--- src/rtl/pmod_ssd_driver.sv ---
// pmod_ssd_driver
//   Drives a two-digit multiplexed PmodSSD from an 8-bit value shown as two
//   hex digits. One select line time-multiplexes the digits; every digit slot
//   starts with a short blanked window so the previous digit's segments are
//   not seen on the newly selected digit (ghosting). The displayed byte is
//   taken from a shadow register that only reloads at the end of a full
//   frame (right slot then left slot), so one frame never mixes two values.
//
// Parameters
//   CLK_HZ        input clock frequency
//   REFRESH_HZ    digit-switch rate; DIV = CLK_HZ/REFRESH_HZ clocks per slot
//   BLANK_CYCLES  clocks at the start of every slot with segments off
//   LZ_BLANK      1 = blank the left digit when the high nibble is zero
//
// Ports
//   clk         system clock
//   rst         synchronous, active-high reset
//   value       byte to display; [7:4] left digit, [3:0] right digit
//   blank       1 = force all segments off (timing keeps running)
//   seg         segments {g,f,e,d,c,b,a}, active high, registered
//   sel         digit select: 0 = right digit, 1 = left digit, registered
//   frame_tick  one-clock pulse in the clock after the shadow register loads
module pmod_ssd_driver #(
  parameter int CLK_HZ       = 100_000_000,
  parameter int REFRESH_HZ   = 1_000,
  parameter int BLANK_CYCLES = 1_000,
  parameter int LZ_BLANK     = 0
) (
  input  logic       clk,
  input  logic       rst,
  input  logic [7:0] value,
  input  logic       blank,
  output logic [6:0] seg,
  output logic       sel,
  output logic       frame_tick
);

  localparam int DIV = CLK_HZ / REFRESH_HZ;
  // Guard the width so a bad DIV reaches the elaboration check below
  // instead of failing on a zero-width vector first.
  localparam int DIV_W = (DIV >= 2) ? $clog2(DIV) : 1;
  localparam logic [DIV_W-1:0] DIV_LAST = DIV_W'(DIV - 1);

  // Elaboration-time sanity checks on the timing parameters.
  if (DIV < 2) begin : g_bad_div
    $error("pmod_ssd_driver: CLK_HZ/REFRESH_HZ must be at least 2");
  end
  if (BLANK_CYCLES < 0 || BLANK_CYCLES >= DIV) begin : g_bad_blank
    $error("pmod_ssd_driver: BLANK_CYCLES must satisfy 0 <= BLANK_CYCLES < DIV");
  end

  // ------------------------------------------------------------------------
  // Slot timing and shadow register
  // ------------------------------------------------------------------------
  logic [DIV_W-1:0] div_reg;     // position inside the current slot
  logic             slot_reg;    // 0 = right slot, 1 = left slot
  logic [7:0]       shadow_reg;  // value shown for the whole current frame
  logic             slot_end;

  assign slot_end = (div_reg == DIV_LAST);

  always_ff @(posedge clk) begin
    if (rst) begin
      div_reg    <= '0;
      slot_reg   <= 1'b0;
      shadow_reg <= 8'h00;
      frame_tick <= 1'b0;
    end else begin
      if (slot_end) begin
        div_reg  <= '0;
        slot_reg <= ~slot_reg;
      end else begin
        div_reg  <= div_reg + 1'b1;
      end
      // A frame ends when the left slot ends; only then may the displayed
      // byte change.
      if (slot_end && slot_reg) begin
        shadow_reg <= value;
        frame_tick <= 1'b1;
      end else begin
        frame_tick <= 1'b0;
      end
    end
  end

  // ------------------------------------------------------------------------
  // Anti-ghosting window at the start of each slot
  // ------------------------------------------------------------------------
  logic in_blank_window;

  if (BLANK_CYCLES == 0) begin : g_no_window
    assign in_blank_window = 1'b0;
  end else begin : g_window
    localparam logic [DIV_W-1:0] BLANK_LIM = DIV_W'(BLANK_CYCLES);
    assign in_blank_window = (div_reg < BLANK_LIM);
  end

  // ------------------------------------------------------------------------
  // Hex to seven-segment decode
  // ------------------------------------------------------------------------
  function automatic logic [6:0] hex7(input logic [3:0] nib);
    logic [6:0] s;
    case (nib)
      4'h0: s = 7'h3F;
      4'h1: s = 7'h06;
      4'h2: s = 7'h5B;
      4'h3: s = 7'h4F;
      4'h4: s = 7'h66;
      4'h5: s = 7'h6D;
      4'h6: s = 7'h7D;
      4'h7: s = 7'h07;
      4'h8: s = 7'h7F;
      4'h9: s = 7'h6F;
      4'hA: s = 7'h77;
      4'hB: s = 7'h7C;
      4'hC: s = 7'h39;
      4'hD: s = 7'h5E;
      4'hE: s = 7'h79;
      default: s = 7'h71;
    endcase
    return s;
  endfunction

  // ------------------------------------------------------------------------
  // Output stage: sel and seg are registered on the same edge so the pins
  // never show a digit's segments under the other digit's select.
  // ------------------------------------------------------------------------
  logic [3:0] nibble;
  logic       lz_off;
  logic [6:0] seg_next;

  assign nibble = slot_reg ? shadow_reg[7:4] : shadow_reg[3:0];
  // Only the left digit is ever suppressed, so 0x00 still shows one "0".
  assign lz_off = (LZ_BLANK != 0) && slot_reg && (shadow_reg[7:4] == 4'h0);

  always_comb begin
    seg_next = hex7(nibble);
    if (blank || in_blank_window || lz_off) begin
      seg_next = 7'h00;
    end
  end

  always_ff @(posedge clk) begin
    if (rst) begin
      seg <= 7'h00;
      sel <= 1'b0;
    end else begin
      seg <= seg_next;
      sel <= slot_reg;
    end
  end

endmodule

--- config.mk ---
export PLATFORM = sky130hd
export DESIGN_NAME = pmod_ssd_driver
export DESIGN_NICKNAME = d
export VERILOG_FILES = /design/src/rtl/pmod_ssd_driver.sv
export SDC_FILE = /design/constraint.sdc
export NUM_CORES = 1
export LEC_CHECK = 0
export ABC_AREA = 1
export BUFFER_PORTS_ARGS = -buffer_cell sky130_fd_sc_hd__buf_4
export CORE_AREA = 2 2 82 84
export CTS_BUF_LIST = sky130_fd_sc_hd__clkbuf_8
export DETAILED_ROUTE_END_ITERATION = 16
export DIE_AREA = 0 0 84 86
export PLACE_DENSITY = 0.53
export SLEW_MARGIN = 20
export SYNTH_ARGS = -nofsm -noshare
export SYNTH_HDL_FRONTEND = slang
export SYNTH_SLANG_ARGS = --single-unit
--- constraint.sdc ---
create_clock -name clk -period 4.95 [get_ports clk]
set_input_delay 0.2475 -clock clk [delete_from_list [all_inputs] [get_ports clk]]
set_output_delay 0.2475 -clock clk [all_outputs]
set_load 0.005 [all_outputs]
==> metrics.txt <==
required time of the critical path=slightly above 5000 ps; Hold Crit Class=input pin to flip-flop; Arr. time, crit path=between 2000 and 2500 ps; Warnings, synthesis=0; Die Ht=86 um; leak pwr=about 0.8 nW; Starting Density=between 20 and 30%; syn_area_per_cell=approximately 7 um2; Crit Path Max Fanout=9; RR Startpoint=slot_reg; min cycle time layout=2090 ps; flops & latches, synth=35; clk sink count=35; io pins=20; crit path kind=flip-flop to flip-flop; root buffer cell=clkbuf_8; max-capacitance violation count=0; relative slew slack=between 40% and 50%; Final Hold Viols=0; clk slew on worst S/H paths=about 80 ps; H-tree lvl count=2; Clock Skew=between 7 and 8 ps; nets=290; Tightest Pin Transition=between 700 and 800 ps; Worst setup endpoint=seg[3]; leading area contributor after synthesis=dfxtp_1; post-synthesis sequential area ratio=between 40 and 50%; synthesized area=1730 um2; setup TNS=0 ps; # port buffers=19; RSZ-0062 raised after global routing=false; FMAX=479 MHz; Chip Width=approximately 84 um; # fillers=a little under 700; WL/cell=10.4 um; fraction of layout cells with a size suffix above 1=about an eighth; area grow syn2layout=17.6%; die area=around 7200 um2; Design Power=0.000503 W; cts hold-fix bufs=0; 1st-iter DRT viols=60; Max clock buf depth=2; Peak VDD IR=about 0.10 mV; vias in the first global route=about 1,400; max FFs per register=17; post-cts resize count=0; placed cell area=1950 um2; DR vias/cell=roughly 4.5; Global Route Usage Sum=11.0%; final worst slack=between 2000 and 3000 ps; first-pass GRT wire length=6.41 mm; Max Slew Vio Count=0; Cell variety after synth=24; DRT Wirelength=about 3.6 mm; DRC Markers=0; grt total ovfl=0; DP Worst Slack=2890 ps; Layout Utilization=32.5%; DRT Pass-1 Iters=4; CP Capture Type=flip-flop; Post-Syn Instances=about 250; top cells by area, synth=dfxtp_1 (40%), nand2_1 (14%), nand3_1 (8.7%); Cell Pwr Density=about 250 nW/um2; largest net degree at the start of global routing=18; CTS tree=built; diode count=0; Worst-Skew Late Latency=290 ps; CP Launch Type=flip-flop; Reg-to-Reg End=seg[3]; gp weighted congestion=approximately 0.86; R2R cell count=10; post-synthesis net count=about 270; outcome=finished clean; final instance area=between 2000 and 2500 um2; Crit. Startpoint=slot_reg; initial antenna violation count=0; Inserted Clock Buffers=5; Final ANT Viol Nets=0; Final setup viols=0; Rows=29; Post-DP HPWL=~2.7 mm; Final period util=between 40% and 50%; Core Area=6280 um2; Post-CTS Setup Bufs=0; routed vias=between 1,500 and 2,000; R2R Setup Slk=approximately 2900 ps; top-area cell type share of the netlist area=between 40 and 50%
[per-stage QoR]
step | instances | hold slack (ps)
after floorplan | 247 | 324
after detailed placement | 341 | 442
final | 349 | 177
after global placement | 341 | 432
after CTS | 349 | 165
after global routing | 349 | 178
[synth_stat cells]
master    instances
nand2_1          66
nor2_1           40
dfxtp_1          35
nand3_1          30
inv_1            23
a21oi_1          12
ha_1              8
xor2_1            8
o21ai_0           7
nand2_2           2
nand4_1           2
nor2_2            2
buf_4             1
buf_6             1
clkinv_1          1
nand2_4           1
nand3_2           1
nor2_4            1
nor3_1            1
o211ai_1          1
o21ai_1           1
o21ai_2           1
or2_2             1
xnor2_1           1
[metal layers]
metal | up-vias | share of wire [%] | wire length [um] | global-route usage [%]
li1 | 830 | - | - | -
met1 | 700 | 49 | 1780 | 13.8
met2 | 31 | 45 | 1620 | 17.7
met3 | 4 | 3.9 | 141 | 2.41
met4 | 0 | 2.4 | 87 | 5.72
met5 | - | 0 | 0 | 0
[layout make-up]
class | count | area [um2] | share of cell area (%)
flip-flops and latches | 35 | 701 | 34.4
repair buffers | 19 | 143 | 6.99
clock inverters | 3 | 16.3 | 0.798
inverters | 24 | 90.1 | 4.42
multi-input cells | 186 | 925 | 45.3
clock buffers | 5 | 68.8 | 3.37
well taps | 77 | 96.3 | 4.72
[cell usage in the layout (no fill, tap or decap), types with 5 or more instances in the layout]
cell type,n
nand2_1,66
nor2_1,40
dfxtp_1,35
nand3_1,30
inv_1,24
buf_4,19
a21oi_1,12
xor2_1,8
ha_1,8
o21ai_0,7
clkbuf_8,5
[kinds of logic (layout without fill, tap and decap cells)]
| kind of cell | count (synthesis) | after routing | synth area share [%] |
|---|---|---|---|
| simple gates | 147 | 147 | 36.3 |
| flops | 35 | 35 | 40.4 |
| buf+inv | 26 | 51 | 6.28 |
| compound gates | 22 | 22 | 6.71 |
| xor+xnor | 9 | 9 | 4.55 |
| fa+ha+maj | 8 | 8 | 5.77 |
[power breakdown]
group	switching [W]	internal [W]
combinational	0.00000698	0.00000751
sequential	0.00000166	0.000283
clock	0.000107	0.0000963
[worst max-delay path, cell delays in order, from the launching register on]
cell     delay (ps)
dfxtp_1         500
inv_1           130
or2_2           280
o21ai_0         250
inv_1           180
ha_1            260
inv_1            60
nand2_1          70
o21ai_0          90
nand2_1          70
a21oi_1         130
[how the worst min path moves through the flow]
stage                    start             to  slack (ps)  cells past startpoint
finish                value[3]  shadow_reg[3]         180                      3
global route               rst     frame_tick         180                      2
CTS                        rst     frame_tick         170                      2
detailed placement  div_reg[0]     div_reg[0]         440                      1
global placement    div_reg[0]     div_reg[0]         430                      1
floorplan                  rst     frame_tick         320                      1
No activity file was read; power rests on OpenSTA's default activity.
